**config.mk**
```make
export PLATFORM = sky130hd
export DESIGN_NAME = pp_od_drv_seq_flat
export DESIGN_NICKNAME = d
export VERILOG_FILES = /design/src/rtl/pp_od_drv_seq_if.sv /design/src/rtl/pp_od_drv_seq.sv /design/src/flat_wrapper.sv
export SDC_FILE = /design/constraint.sdc
export NUM_CORES = 1
export LEC_CHECK = 0
export BUFFER_PORTS_ARGS = -buffer_cell sky130_fd_sc_hd__buf_2
export CORE_UTILIZATION = 46
export DETAILED_ROUTE_END_ITERATION = 8
export HOLD_SLACK_MARGIN = 0.1
export PLACE_DENSITY = 0.69
export SKIP_LAST_GASP = 1
export SLEW_MARGIN = 10
export SYNTH_ARGS = -nofsm -noshare
export SYNTH_HDL_FRONTEND = slang
export SYNTH_SLANG_ARGS = --single-unit
```
**constraint.sdc**
```tcl
create_clock -name clk_i -period 3.53 [get_ports clk_i]
set_input_delay 0.353 -clock clk_i [delete_from_list [all_inputs] [get_ports clk_i]]
set_output_delay 0.353 -clock clk_i [all_outputs]
set_load 0.01 [all_outputs]
```
**src/rtl/pp_od_drv_seq_if.sv**
```systemverilog
// Pad drive request/status bundle for pp_od_drv_seq.
// master = bus controller side, slave = sequencer side.
interface pp_od_drv_seq_if #(
   parameter int NUM_CH = 2
);
   logic [NUM_CH-1:0] mode_pp_i;
   logic [NUM_CH-1:0] data_i;
   logic [NUM_CH-1:0] bus_i;
   logic [NUM_CH-1:0] conflict_clr_i;
   logic [NUM_CH-1:0] pull_up_en_o;
   logic [NUM_CH-1:0] pull_down_en_o;
   logic [NUM_CH-1:0] busy_o;
   logic [NUM_CH-1:0] conflict_o;

   modport master (
      output mode_pp_i, data_i, bus_i, conflict_clr_i,
      input  pull_up_en_o, pull_down_en_o, busy_o, conflict_o
   );

   modport slave (
      input  mode_pp_i, data_i, bus_i, conflict_clr_i,
      output pull_up_en_o, pull_down_en_o, busy_o, conflict_o
   );
endinterface

```
**src/rtl/pp_od_drv_seq.sv**
```systemverilog
// Per-channel push-pull/open-drain pad sequencer with break-before-make.
// PP_OD_DRV_CONFLICT_DET_EN enables the sticky drive-conflict detector.
module pp_od_drv_seq #(
   parameter int NUM_CH      = 2,
   parameter int DEAD_CYCLES = 2
) (
   input logic clk_i,
   input logic rst_i,
   pp_od_drv_seq_if.slave io
);
   localparam int CW = $clog2(DEAD_CYCLES + 1);
   localparam logic [CW-1:0] CNT_LOAD = CW'(DEAD_CYCLES - 1);

   localparam logic [1:0] ST_OFF  = 2'd0;
   localparam logic [1:0] ST_PD   = 2'd1;
   localparam logic [1:0] ST_PU   = 2'd2;
   localparam logic [1:0] ST_DEAD = 2'd3;

   if (DEAD_CYCLES < 1) begin : g_bad_dead
      $error("DEAD_CYCLES must be >= 1");
   end
   if (NUM_CH < 1) begin : g_bad_ch
      $error("NUM_CH must be >= 1");
   end

   for (genvar c = 0; c < NUM_CH; c++) begin : g_ch
      logic [1:0]    st_q;
      logic [1:0]    st_nx;
      logic [1:0]    tgt;
      logic [CW-1:0] cnt_q;
      logic [CW-1:0] cnt_nx;

      always_comb begin
         tgt = ST_OFF;
         if (!io.data_i[c]) begin
            tgt = ST_PD;
         end else if (io.mode_pp_i[c]) begin
            tgt = ST_PU;
         end
      end

      // A PD<->PU swap always serves the full dead time; only a
      // release to OFF may leave DEAD early.
      always_comb begin
         st_nx  = st_q;
         cnt_nx = cnt_q;
         case (st_q)
            ST_OFF: st_nx = tgt;
            ST_PD: begin
               if (tgt == ST_PU) begin
                  st_nx  = ST_DEAD;
                  cnt_nx = CNT_LOAD;
               end else begin
                  st_nx = tgt;
               end
            end
            ST_PU: begin
               if (tgt == ST_PD) begin
                  st_nx  = ST_DEAD;
                  cnt_nx = CNT_LOAD;
               end else begin
                  st_nx = tgt;
               end
            end
            default: begin
               if (tgt == ST_OFF) begin
                  st_nx  = ST_OFF;
                  cnt_nx = '0;
               end else if (cnt_q == '0) begin
                  st_nx = tgt;
               end else begin
                  cnt_nx = cnt_q - CW'(1);
               end
            end
         endcase
      end

      always_ff @(posedge clk_i) begin
         if (rst_i) begin
            st_q  <= ST_OFF;
            cnt_q <= '0;
         end else begin
            st_q  <= st_nx;
            cnt_q <= cnt_nx;
         end
      end

      assign io.pull_up_en_o[c]   = (st_q == ST_PU);
      assign io.pull_down_en_o[c] = (st_q == ST_PD);
      assign io.busy_o[c]         = (st_q == ST_DEAD);

`ifdef PP_OD_DRV_CONFLICT_DET_EN
      logic low_q;
      logic cf_q;
      logic cf_set;

      assign cf_set = (st_q == ST_PU) && !io.bus_i[c] && low_q;

      always_ff @(posedge clk_i) begin
         if (rst_i) begin
            low_q <= 1'b0;
            cf_q  <= 1'b0;
         end else begin
            low_q <= (st_q == ST_PU) && !io.bus_i[c];
            if (io.conflict_clr_i[c]) begin
               cf_q <= 1'b0;
            end else if (cf_set) begin
               cf_q <= 1'b1;
            end
         end
      end

      assign io.conflict_o[c] = cf_q;
`else
      assign io.conflict_o[c] = 1'b0;
`endif

      a_excl: assert property (@(posedge clk_i)
         !(io.pull_up_en_o[c] && io.pull_down_en_o[c]));

      a_od_no_pu: assert property (@(posedge clk_i) disable iff (rst_i)
         !io.mode_pp_i[c] |=> !io.pull_up_en_o[c]);
   end

`ifndef PP_OD_DRV_CONFLICT_DET_EN
   logic unused_cdet;
   assign unused_cdet = ^{io.bus_i, io.conflict_clr_i};
`endif
endmodule
```
**src/flat_wrapper.sv**
```systemverilog
// flat-port wrapper written by rule: the top's interface ports become plain ports
module pp_od_drv_seq_flat 
#(
   parameter int NUM_CH      = 2,
   parameter int DEAD_CYCLES = 2
)
  (clk_i, rst_i, io_mode_pp_i, io_data_i, io_bus_i, io_conflict_clr_i, io_pull_up_en_o, io_pull_down_en_o, io_busy_o, io_conflict_o);
  pp_od_drv_seq_if #(.NUM_CH(NUM_CH)) io_i ();
  input logic clk_i;
  input logic rst_i;
  input wire logic [$bits(io_i.mode_pp_i)-1:0] io_mode_pp_i;
  input wire logic [$bits(io_i.data_i)-1:0] io_data_i;
  input wire logic [$bits(io_i.bus_i)-1:0] io_bus_i;
  input wire logic [$bits(io_i.conflict_clr_i)-1:0] io_conflict_clr_i;
  output wire logic [$bits(io_i.pull_up_en_o)-1:0] io_pull_up_en_o;
  output wire logic [$bits(io_i.pull_down_en_o)-1:0] io_pull_down_en_o;
  output wire logic [$bits(io_i.busy_o)-1:0] io_busy_o;
  output wire logic [$bits(io_i.conflict_o)-1:0] io_conflict_o;
  assign io_i.mode_pp_i = io_mode_pp_i;
  assign io_i.data_i = io_data_i;
  assign io_i.bus_i = io_bus_i;
  assign io_i.conflict_clr_i = io_conflict_clr_i;
  assign io_pull_up_en_o = io_i.pull_up_en_o;
  assign io_pull_down_en_o = io_i.pull_down_en_o;
  assign io_busy_o = io_i.busy_o;
  assign io_conflict_o = io_i.conflict_o;
  pp_od_drv_seq #(.NUM_CH(NUM_CH), .DEAD_CYCLES(DEAD_CYCLES)) u_core (.clk_i(clk_i), .rst_i(rst_i), .io(io_i));
endmodule
```
# == Yosys cells after proc, flatten, opt, wreduce, memory -nomap -nowiden ==
# Index checks and enable logic that the tools add are counted.
# totals
register_bits,8
output_inout_bits,8
wordCells,58
# op_classes
n_addsub,2
n_eq_ne,16
mux,24
n_bitwise,2
n_reduce_logical,10
# op_table
cell,count
2-bit 2-to-1 mux,20
2-bit one-hot mux with 3 select lines,4
"2-bit == test, second input constant",6
2-bit logical NOT,6
5-bit nonzero test,2
"2-bit by 1-bit == test with 1-bit output, second input constant",4
"2-bit by 1-bit != test with 1-bit output, second input constant",4
"4-bit by 3-bit != test with 1-bit output, second input constant",2
4-bit AND reduction,2
"2-bit by 1-bit subtractor with 2-bit output, second input constant",2
1-bit NOT,2

# == Logic depth before layout (Yosys ltp) ==
# logic_depth
word_depth,5
ltp_mapped,6
mapped_depth_nobuf,6

# == Least setup slack after synthesis ==
# Ideal clock, no wire load.
# synth_timing
kind,flip-flop to flip-flop
startpoint,register u_core.g_ch[0].st_q[0]
endpoint,register u_core.g_ch[0].st_q[1]
setup_time_ns,0.087
t_arrival_ns,1.431
required_ns,3.443
slack_ns,2.012
stages_incl_launch_ff,6
path_buffers,0
period_less_slack_ns,1.518
path_cell_list,dfxtp_1 -> inv_1 -> ha_1 -> or3b_2 -> a221o_1 -> o31ai_1
# synth_between
elab_chain_len,2
word_cells_on_any_way,5
# synth_rtl
item,line,rtl
start: declaration,pp_od_drv_seq.sv:27,logic [1:0] st_q;
start signal: assignment,pp_od_drv_seq.sv:83,st_q <= st_nx;
2-bit == test *,-,
named net io_pull_up_en_o[0],flat_wrapper.sv:15,output wire logic [$bits(io_i.pull_up_en_o)-1:0] io_pull_up_en_o;
2-bit one-hot mux with 3 select lines / 5-bit nonzero test (equally long branches),-,
# Mark *: on every way through the listed nets, which the timed path passes. The rest lies on a longest branch.
# A chain may end at the register's enable or synchronous reset.

# == Worst setup path in the final report ==
# layout_timing
startpoint,register u_core.g_ch[1].st_q[0]
endpoint,register u_core.g_ch[1].st_q[1]
# layout_between
elab_chain_len,2
word_cells_on_any_way,5
# layout_rtl
item,line,rtl
start: declaration,pp_od_drv_seq.sv:27,
start signal: assignment,pp_od_drv_seq.sv:83,
"2-bit == test, or another cell as far along",pp_od_drv_seq.sv:47,case (st_q)
2-bit one-hot mux with 3 select lines / 5-bit nonzero test (equally long branches),-,
# Several ways; a longest one is shown, not always the timed one.

==> results.md <==
* DR iter-0 viols at 10
* Worst-Skew Late Latency at 260 ps
* Crit end category: flip-flop
* Post-Synthesis Cells at 82
* PortBufs at 11
* RSZ-0062 raised after global routing: no
* Clock skew at 0.588 ps
* Antenna viol nets, final at 0
* Share of layout cells above drive strength 1 at 18.1%
* Worst reg2reg path depth at 6
* Worst EP arrival at 1820 ps
* Htree depth at 1
* Startpoint types: flip-flop
* Synth Cell Area at 651 um2
* Via count at 605
* Max VDD drop at 0.199 mV
* DRC at 0
* Gr ovfl total at 0
* Critical-path maximum fanout at 6
* Synth top area cells: dfxtp_1 (25%), ha_1 (19%), inv_1 (5.2%)
* Max-capacitance violation count at 0
* Post CTS Setup Buffer Count at 0
* Initial Utilization at 50.0%
* Top FF cell, synth: dfxtp_1
* Final hold slack at 410 ps
* Leak at 0.000309 uW
* Asr flop ratio synth at 0%
* Most frequent cells in the layout: buf_2 (11), ha_1 (10), inv_1 (9)
* Synth Warn # at 0
* Clock tree sinks at 8
* Core box area at 1300 um2
* Final setup vio count at 0
* Class of the worst hold path: input port to flip-flop
* Commonest non-fill, non-tap cell in the layout: buf_2
* TNS Setup at 0 ps
* Pin count of the biggest net entering global routing at 12
* Cts-stage hold buffer count at 0
* Hold path depth at 2
* Row cnt at 13
* Drt first pass iters at 4
* I/O pin total at 18
* Antenna violations before repair at 0
* DP HPWL at 1.01 mm
* Crit Path Category: flip-flop to flip-flop
* Die Span Y at 39.6 um
* Post-CTS sizing at 0
* Post-Layout Cell Count at 109
* Gr usage total at 19.9%
* Distinct cells, synth at 27
* Slew Viols, Final at 0
* TritonCTS clock tree: built
* Leading area contributor after synthesis: dfxtp_1
* Layout Area Growth over Synthesis at 12.5%
* Drt wl/cell at 11.9 um
* Die X at 39.6 um
* Root buf cell: clkbuf_4
* CTS Buffer Depth at 2
* CTS buffer count at 3
* Register area share after synthesis at 24.6%
* Endpoints failing hold at 0
* Yosys reg bits at 8
* FILL cells at 145
* Vias in the first global route at 493
* Post-synth top area share at 24.6%
* DP Cell Count at 106
* Tmin final at 1630 ps
* Outcome: finished clean
* Syn avg cell area at 7.93 um2
* Routability Congestion at 0.675
* Crit share post-route at 46.2%
* PwrDens at 346 nW/um2
* Die area at 1570 um2
* Post-Route WL at 1.29 mm
* Post-synth EDFFs at 0
* Fmax at 0.613 GHz
* R2r setup slk at 1900 ps
* Ant diodes at 0
* Post-DR vias/cell at 5.55
* CTS clk-pin slew, worst paths at 60 ps
* Required @ worst endpoint at 3720 ps
* Fin nets at 116
* First-pass GRT wire length at 2.04 mm
## state kept, by name, summed over array words and instances (netlist names)
register / cells
u_core.g_ch.st_q: 4
u_core.g_ch.cnt_q: 4
## layer usage
metal  vias to the layer above  track usage, %  part of all wire [%]
li1                        312               -                     -
met1                       267            21.7                    46
met2                        24            34.4                    49
met3                         2            5.11                   4.3
met4                         0            10.3                  0.77
met5                         -               0                     0
## area by class of cell
type / count / area [um2] / share of cell area (%)
Multi-Input combinational cell: 63 / 442 / 60.3
Sequential cell: 8 / 160 / 21.9
Timing Repair Buffer: 11 / 55.1 / 7.52
Inverter: 9 / 33.8 / 4.62
Clock buffer: 3 / 22.5 / 3.08
Tap cell: 15 / 18.8 / 2.56
## through the flow
stage / power, uW / worst slack [ps] / util [%] / cell area, um2
6_report: 254 / 1900 / 56.3 / 732
5_1_grt: 270 / 1750 / 56.3 / 732
4_1_cts: 255 / 1910 / 56.3 / 732
3_5_place_dp: 183 / 1920 / 54.5 / 709
3_3_place_gp: 180 / 1960 / 54.5 / 709
2_1_floorplan: 163 / 2010 / - / 654
## final timing paths
kind	from	endpoint
worst min-delay path	rst_i	u_core.g_ch[0].st_q[0]
worst min register to register	u_core.g_ch[1].cnt_q[1]	u_core.g_ch[1].cnt_q[1]
worst max-delay path	u_core.g_ch[1].st_q[0]	u_core.g_ch[1].st_q[1]
worst max register to register	u_core.g_ch[1].st_q[0]	u_core.g_ch[1].st_q[1]
## kinds of logic after synthesis
logic type	share of synthesized area (%)
DFF	24.6
and+or+nand+nor	21.9
AOI/OAI and AO/OA	25.6
other	0.576
buffers and inverters	8.08
adders and majority gates	19.2
## cells in the mapped netlist (2+ instances only)
cell      number
inv_1          9
o31ai_1        3
nor2b_1        5
o21ai_0        5
ha_1          10
a221oi_1       3
nand2_1        5
buf_4          2
dfxtp_1        8
a221o_1        2
nor2_1         7
a21oi_1        4
nor3_1         5
## worst max-delay path, stage by stage, from the launching register on
cell and delay, ps:
dfxtp_1 390, inv_1 90, ha_1 260, or3_1 370, nor3_1 220, nand2_1 90
a21oi_1 140
## power breakdown
| group | switching [uW] | internal [uW] | total (uW) |
|---|---|---|---|
| combinational | 46.3 | 32.5 | 78.8 |
| clock | 33.7 | 39.1 | 72.8 |
| sequential | 4.99 | 96.9 | 102 |
| total | 85.0 | 169 | 254 |
Power figures use the tool's default switching activity.
